File: src/rtl/gpu_pkg.sv
// rtl/gpu_pkg.sv - shared types and constants for the warp convergence barrier
package gpu_pkg;

  localparam int THREADS_PER_WARP = 32;
  localparam int NUM_BARRIERS     = 4;

  typedef logic [THREADS_PER_WARP-1:0] thread_mask_t;

  typedef enum logic [1:0] {
    BAR_IDLE    = 2'd0,
    BAR_ARMED   = 2'd1,
    BAR_RELEASE = 2'd2
  } bar_state_e;

endpackage

File: src/rtl/gpu_barrier_slot.sv
// rtl/gpu_barrier_slot.sv - one convergence barrier: FSM plus participant and arrival masks
module gpu_barrier_slot
  import gpu_pkg::*;
#(
  parameter int THREADS = THREADS_PER_WARP
) (
  input  logic               clk,
  input  logic               reset,
  input  logic               add_en,
  input  logic [THREADS-1:0] add_mask,
  input  logic [THREADS-1:0] arrive,
  output logic               busy,
  output logic               armed,
  output logic               releasing,
  output logic [THREADS-1:0] part
);

  bar_state_e         fsm_q, fsm_n;
  logic [THREADS-1:0] part_q, part_n;
  logic [THREADS-1:0] arr_q, arr_n;

  always_ff @(posedge clk) begin
    if (reset) begin
      fsm_q  <= BAR_IDLE;
      part_q <= '0;
      arr_q  <= '0;
    end else begin
      fsm_q  <= fsm_n;
      part_q <= part_n;
      arr_q  <= arr_n;
    end
  end

  // part is held through RELEASE so the top can restore those lanes
  always_comb begin
    fsm_n  = fsm_q;
    part_n = part_q;
    arr_n  = arr_q;
    unique case (fsm_q)
      BAR_IDLE: begin
        if (add_en) begin
          fsm_n  = BAR_ARMED;
          part_n = add_mask;
          arr_n  = '0;
        end
      end
      BAR_ARMED: begin
        arr_n = arr_q | arrive;
        if (arr_n == part_q) fsm_n = BAR_RELEASE;
      end
      BAR_RELEASE: begin
        fsm_n  = BAR_IDLE;
        part_n = '0;
        arr_n  = '0;
      end
      default: begin
        fsm_n  = BAR_IDLE;
        part_n = '0;
        arr_n  = '0;
      end
    endcase
  end

  assign busy      = (fsm_q != BAR_IDLE);
  assign armed     = (fsm_q == BAR_ARMED);
  assign releasing = (fsm_q == BAR_RELEASE);
  assign part      = part_q;

endmodule

File: src/rtl/gpu_convergence_barrier.sv
// rtl/gpu_convergence_barrier.sv - warp active-mask owner: barrier slots, release mux, error decode
module gpu_convergence_barrier #(
  parameter int THREADS      = gpu_pkg::THREADS_PER_WARP,
  parameter int NUM_BARRIERS = gpu_pkg::NUM_BARRIERS,
  parameter int BID_W        = $clog2(NUM_BARRIERS)
) (
  input  logic                    clk,
  input  logic                    reset,
  input  logic                    add_valid,
  input  logic [BID_W-1:0]        add_bid,
  input  logic [THREADS-1:0]      add_mask,
  input  logic                    wait_valid,
  input  logic [BID_W-1:0]        wait_bid,
  input  logic [THREADS-1:0]      wait_mask,
  output logic [THREADS-1:0]      active_mask,
  output logic [NUM_BARRIERS-1:0] barrier_busy,
  output logic                    release_valid,
  output logic [BID_W-1:0]        release_bid,
  output logic                    stall,
  output logic                    err
);

  logic [THREADS-1:0]      active_q;
  logic [THREADS-1:0]      part_v   [NUM_BARRIERS];
  logic [THREADS-1:0]      arrive_v [NUM_BARRIERS];
  logic [THREADS-1:0]      add_part, arrivals, released;
  logic [NUM_BARRIERS-1:0] busy_v, armed_v, rel_v, add_en;
  logic                    same_bid, add_ok, wait_ok, req_err, rel_any;
  logic [BID_W-1:0]        rel_bid;
  logic                    release_valid_q, err_q;
  logic [BID_W-1:0]        release_bid_q;

  // an add and a wait on the same barrier cancel each other out
  assign same_bid = add_valid && wait_valid && (add_bid == wait_bid);
  assign add_part = add_mask & active_q;
  assign add_ok   = add_valid && !same_bid && !busy_v[add_bid] && (add_part != '0);
  assign wait_ok  = wait_valid && !same_bid && armed_v[wait_bid];
  assign req_err  = (add_valid && !add_ok) || (wait_valid && (same_bid || !busy_v[wait_bid]));
  assign arrivals = wait_ok ? (wait_mask & part_v[wait_bid] & active_q) : '0;

  always_comb begin
    add_en   = '0;
    released = '0;
    rel_any  = 1'b0;
    rel_bid  = '0;
    for (int b = 0; b < NUM_BARRIERS; b++) begin
      add_en[b]   = add_ok && (add_bid == BID_W'(b));
      arrive_v[b] = (wait_bid == BID_W'(b)) ? arrivals : '0;
      if (rel_v[b]) begin
        released = released | part_v[b];
        rel_any  = 1'b1;
        rel_bid  = BID_W'(b);
      end
    end
  end

  for (genvar g = 0; g < NUM_BARRIERS; g++) begin : g_slot
    gpu_barrier_slot #(.THREADS(THREADS)) u_slot (
      .clk       (clk),
      .reset     (reset),
      .add_en    (add_en[g]),
      .add_mask  (add_part),
      .arrive    (arrive_v[g]),
      .busy      (busy_v[g]),
      .armed     (armed_v[g]),
      .releasing (rel_v[g]),
      .part      (part_v[g])
    );
  end

  // released lanes are OR'd in last so a release beats a same-cycle park
  always_ff @(posedge clk) begin
    if (reset) begin
      active_q        <= '1;
      release_valid_q <= 1'b0;
      release_bid_q   <= '0;
      err_q           <= 1'b0;
    end else begin
      active_q        <= (active_q & ~arrivals) | released;
      release_valid_q <= rel_any;
      release_bid_q   <= rel_bid;
      err_q           <= req_err;
    end
  end

  assign active_mask   = active_q;
  assign barrier_busy  = busy_v;
  assign release_valid = release_valid_q;
  assign release_bid   = release_bid_q;
  assign stall         = (active_q == '0);
  assign err           = err_q;

endmodule

File: config.mk
export PLATFORM = sky130hd
export DESIGN_NAME = gpu_convergence_barrier
export DESIGN_NICKNAME = d
export VERILOG_FILES = /design/src/rtl/gpu_pkg.sv /design/src/rtl/gpu_barrier_slot.sv /design/src/rtl/gpu_convergence_barrier.sv
export SDC_FILE = /design/constraint.sdc
export NUM_CORES = 1
export LEC_CHECK = 0
export BUFFER_PORTS_ARGS = -buffer_cell sky130_fd_sc_hd__buf_2
export CORE_UTILIZATION = 47
export CTS_CLUSTER_SIZE = 30
export DETAILED_ROUTE_END_ITERATION = 8
export SYNTH_ARGS = -nofsm -noshare
export SYNTH_HDL_FRONTEND = slang
export SYNTH_SLANG_ARGS = --single-unit
File: constraint.sdc
create_clock -name clk -period 3.3 [get_ports clk]
set_input_delay 0.33 -clock clk [delete_from_list [all_inputs] [get_ports clk]]
set_output_delay 0.33 -clock clk [all_outputs]
set_load 0.02 [all_outputs]
==> results by group <==
Status
  • Outcome: complete, no violations

Timing
  • Worst Max-Slew Pin Slew: approximately 0.96 ns
  • Final min period: 3.16 ns
  • Unrepaired setup endpoints after global routing: no
  • # setup viols final: 0
  • Final Max Slew Viols: 0
  • Worst Skew: 0.0224 ns
  • Rel. slew slack: 0.346
  • Final worst-path cycle share: 0.957
  • Setup TNS: 0 ns
  • Fmax: between 300 and 400 MHz
  • Final Hold Violating Endpoints: 0

Final layout
  • Finished Layout Cells: 2513
  • Area grow syn2layout: 21.5%
  • Share of cells above drive strength 1: 0.191
  • Final nets: 2153
  • Fillers: 2967

Synth
  • Async set or reset register ratio after synthesis: 0
  • Top cell type's share of synthesized area: 0.394
  • #FFs+latches synth: 300
  • Synth Area per Inst: ~8.1 um^2
  • Top FF cell, synth: dfxtp_1
  • Synth top area cells: dfxtp_1 (39%), a21oi_1 (6.4%), nor2_1 (4.6%), mux2i_1 (4.3%), nand2_1 (4.2%)
  • Post-synthesis cell area: 0.0152 mm^2
  • YS warnings: 0
  • Mapped Nets: 1949
  • Register area share after synthesis: 0.394
  • Post-Synthesis Cells: 1877
  • EDFF count, synth: 0
  • Synth cell types: 72
  • Largest area contributor in the netlist: dfxtp_1

Floorplanning
  • Core area: 0.0317 mm^2
  • Die X-Extent: approximately 180 um
  • Starting Density: 0.480
  • Die area: 0.0331 mm^2
  • Site Rows: 65
  • IO Pins: 113
  • Die Ht: 182 um

Run
  • Max cap viols: 0

Clocking
  • Post-CTS Setup Repair Bufs: 0
  • Skew-Pair Late Insertion Delay: 0.56 ns
  • Root Driver: clkbuf_16
  • Sink Count: 300
  • CTS clock-pin slew for the worst setup and hold paths: 0.07 ns
  • Cts repair resizes: 0
  • CTS tree: done
  • Cts hold-fix bufs: 0
  • Total clock buffers created by CTS: 36
  • Htree depth: 2
  • Max clock buf depth: 3

Placed design
  • RePlAce Congestion: 1.07
  • HPWL after DPL: 62900 um
  • Port Buffers: 112
  • Cell total after placement: 2445

Critical path
  • Worst r2r dst: g_slot[2].u_slot.arr_q[30]$_SDFFE_PP0P_
  • CP endpoint kind: flop
  • Required time of the critical path: around 3.7 ns
  • Crit start category: flop
  • Crit. Startpoint: active_mask[24]$_SDFF_PP1_
  • Critical path data arrival time: ~3.6 ns
  • RR Startpoint: active_mask[24]$_SDFF_PP1_
  • Worst R2R Path Depth: 11
  • Setup CP Type: reg -> reg
  • Worst setup path endpoint: g_slot[2].u_slot.arr_q[30]$_SDFFE_PP0P_
  • CP max FO: 29
  • R2r setup slk: 0.14 ns

Hold path
  • Worst min-delay path class: in -> reg

Routing
  • Routed len/inst: 32.5 um
  • DRT Wirelength: ~80000 um
  • DRC: 0
  • ANT nets after route: 0
  • Initial DRC Count: around 2700
  • Routed vias: roughly 17000
  • Initial DRT Pass Iterations: 7
  • Via/cell ratio: 6.88

Global routing
  • GRT overflow: 0
  • Largest net degree at the start of global routing: 56
  • Vias in the first global route: 15800
  • First-pass GRT wire length: 115000 um
  • Initial antenna violation count: 7
  • Total GRT Usage: 0.490

Power and ir drop
  • Pwr Density: 494 mW/mm^2
  • Worst IR Drop VDD: 0.000421 V
  • P_leak: 7.19 nW
==> kinds of logic after synthesis <==
| kind of cell | share of synthesized area |
|---|---|
| multiplexers | 0.0559 |
| XOR/XNOR | 0.00345 |
| flip-flops | 0.394 |
| AO/OA/AOI/OAI | 0.223 |
| AND/OR/NAND/NOR | 0.258 |
| buffers and inverters | 0.0652 |
==> flip-flops by register name, summed over array words and instances, names as in the netlist <==
name / flops
active_mask: 32
release_bid: 2
err: 1
g_slot.u_slot.part: 128
release_valid: 1
g_slot.u_slot.fsm_q: 8
g_slot.u_slot.arr_q: 128
==> power breakdown <==
part	total [mW]	internal, mW	switching (mW)
Sequential	3.82	3.69	0.123
Combinational	1.23	0.435	0.793
Clock	4.11	2.40	1.71
==> placed cells by master, fill, tap and decap left out, types with 37 or more instances in the layout <==
cell type,count
buf_2,110
mux2i_1,66
a32o_1,45
nand3_1,55
a22oi_1,47
nor2_1,184
buf_4,182
dfxtp_1,300
nand2b_1,78
a21oi_1,195
o22ai_1,74
clkbuf_16,37
nor2b_1,50
inv_1,94
nand2_1,169
nand4_1,75
==> cells in the mapped netlist, drive strengths merged (3+ instances only) <==
| master | count |
|---|---|
| a2111oi | 13 |
| a211oi | 5 |
| a21oi | 196 |
| a221oi | 3 |
| a22o | 13 |
| a22oi | 47 |
| a311o | 3 |
| a31oi | 27 |
| a32o | 45 |
| a41oi | 3 |
| and2 | 14 |
| and3 | 10 |
| buf | 38 |
| clkbuf | 100 |
| dfxtp | 300 |
| inv | 94 |
| mux2i | 66 |
| mux4 | 8 |
| nand2 | 169 |
| nand2b | 78 |
| nand3 | 55 |
| nand3b | 26 |
| nand4 | 75 |
| nor2 | 185 |
| nor2b | 54 |
| nor3 | 23 |
| nor3b | 17 |
| nor4 | 24 |
| o2111ai | 12 |
| o211ai | 4 |
| o21ai | 3 |
| o221ai | 19 |
| o22ai | 81 |
| or2 | 4 |
| or3 | 12 |
| or3b | 8 |
| or4 | 7 |
| xnor2 | 4 |
==> through the flow <==
stage               hold WS [ns]  instance area [um^2]  power (mW)  utilization  worst slack [ns]
global placement           0.440                 17300        5.04        0.546             0.111
global route               0.108                 18500        9.33        0.584            0.0219
detailed placement         0.454                 17300        5.05        0.546             0.113
floorplan                  0.433                 15200        4.45            -             0.533
CTS                       0.0901                 18500        9.07        0.584             0.284
finish                    0.0906                 18500        9.15        0.584             0.140
==> metal layers <==
layer  part of all wire  global-route usage  vias up
met1               0.37               0.620     8191
met3               0.14               0.166      368
met2               0.41               0.709     1450
met4              0.084               0.320        2
li1                   -                   -     7269
met5            0.00017                   0        -
==> how the worst min path moves through the flow <==
stage,from,to,slack [ns],cells past startpoint
2_1_floorplan,g_slot[0].u_slot.arr_q[10]$_SDFFE_PP0P_,g_slot[0].u_slot.arr_q[10]$_SDFFE_PP0P_,0.43,2
3_3_place_gp,g_slot[0].u_slot.arr_q[10]$_SDFFE_PP0P_,g_slot[0].u_slot.arr_q[10]$_SDFFE_PP0P_,0.44,2
3_5_place_dp,g_slot[2].u_slot.arr_q[13]$_SDFFE_PP0P_,g_slot[2].u_slot.arr_q[13]$_SDFFE_PP0P_,0.45,2
4_1_cts,add_mask[23],g_slot[0].u_slot.part[23]$_SDFFE_PP0P_,0.09,2
5_1_grt,add_mask[7],g_slot[0].u_slot.part[7]$_SDFFE_PP0P_,0.11,2
6_report,add_mask[23],g_slot[0].u_slot.part[23]$_SDFFE_PP0P_,0.09,2
==> worst max-delay path, cell delays in order, from the launching register on <==
cell and delay (ns):
dfxtp_1 0.56, nand2_1 0.17, nand3_1 0.31, nor4_1 0.14, buf_4 0.17, a21oi_1 0.28
buf_4 0.19, and3_1 0.31, buf_4 0.26, nand2b_1 0.19, buf_4 0.34, nor2_1 0.10
==> area by class of cell <==
class	instances	area [um^2]	area share
multi-input cells	1345	8290	0.448
flip-flops and latches	300	6010	0.324
repair buffers	304	2160	0.117
clock buffers	50	1050	0.0570
well taps	402	503	0.0272
inverters	94	353	0.0191
clock inverters	15	146	0.00791
diodes	3	7.51	0.000405
(Power assumes the default switching activity.)
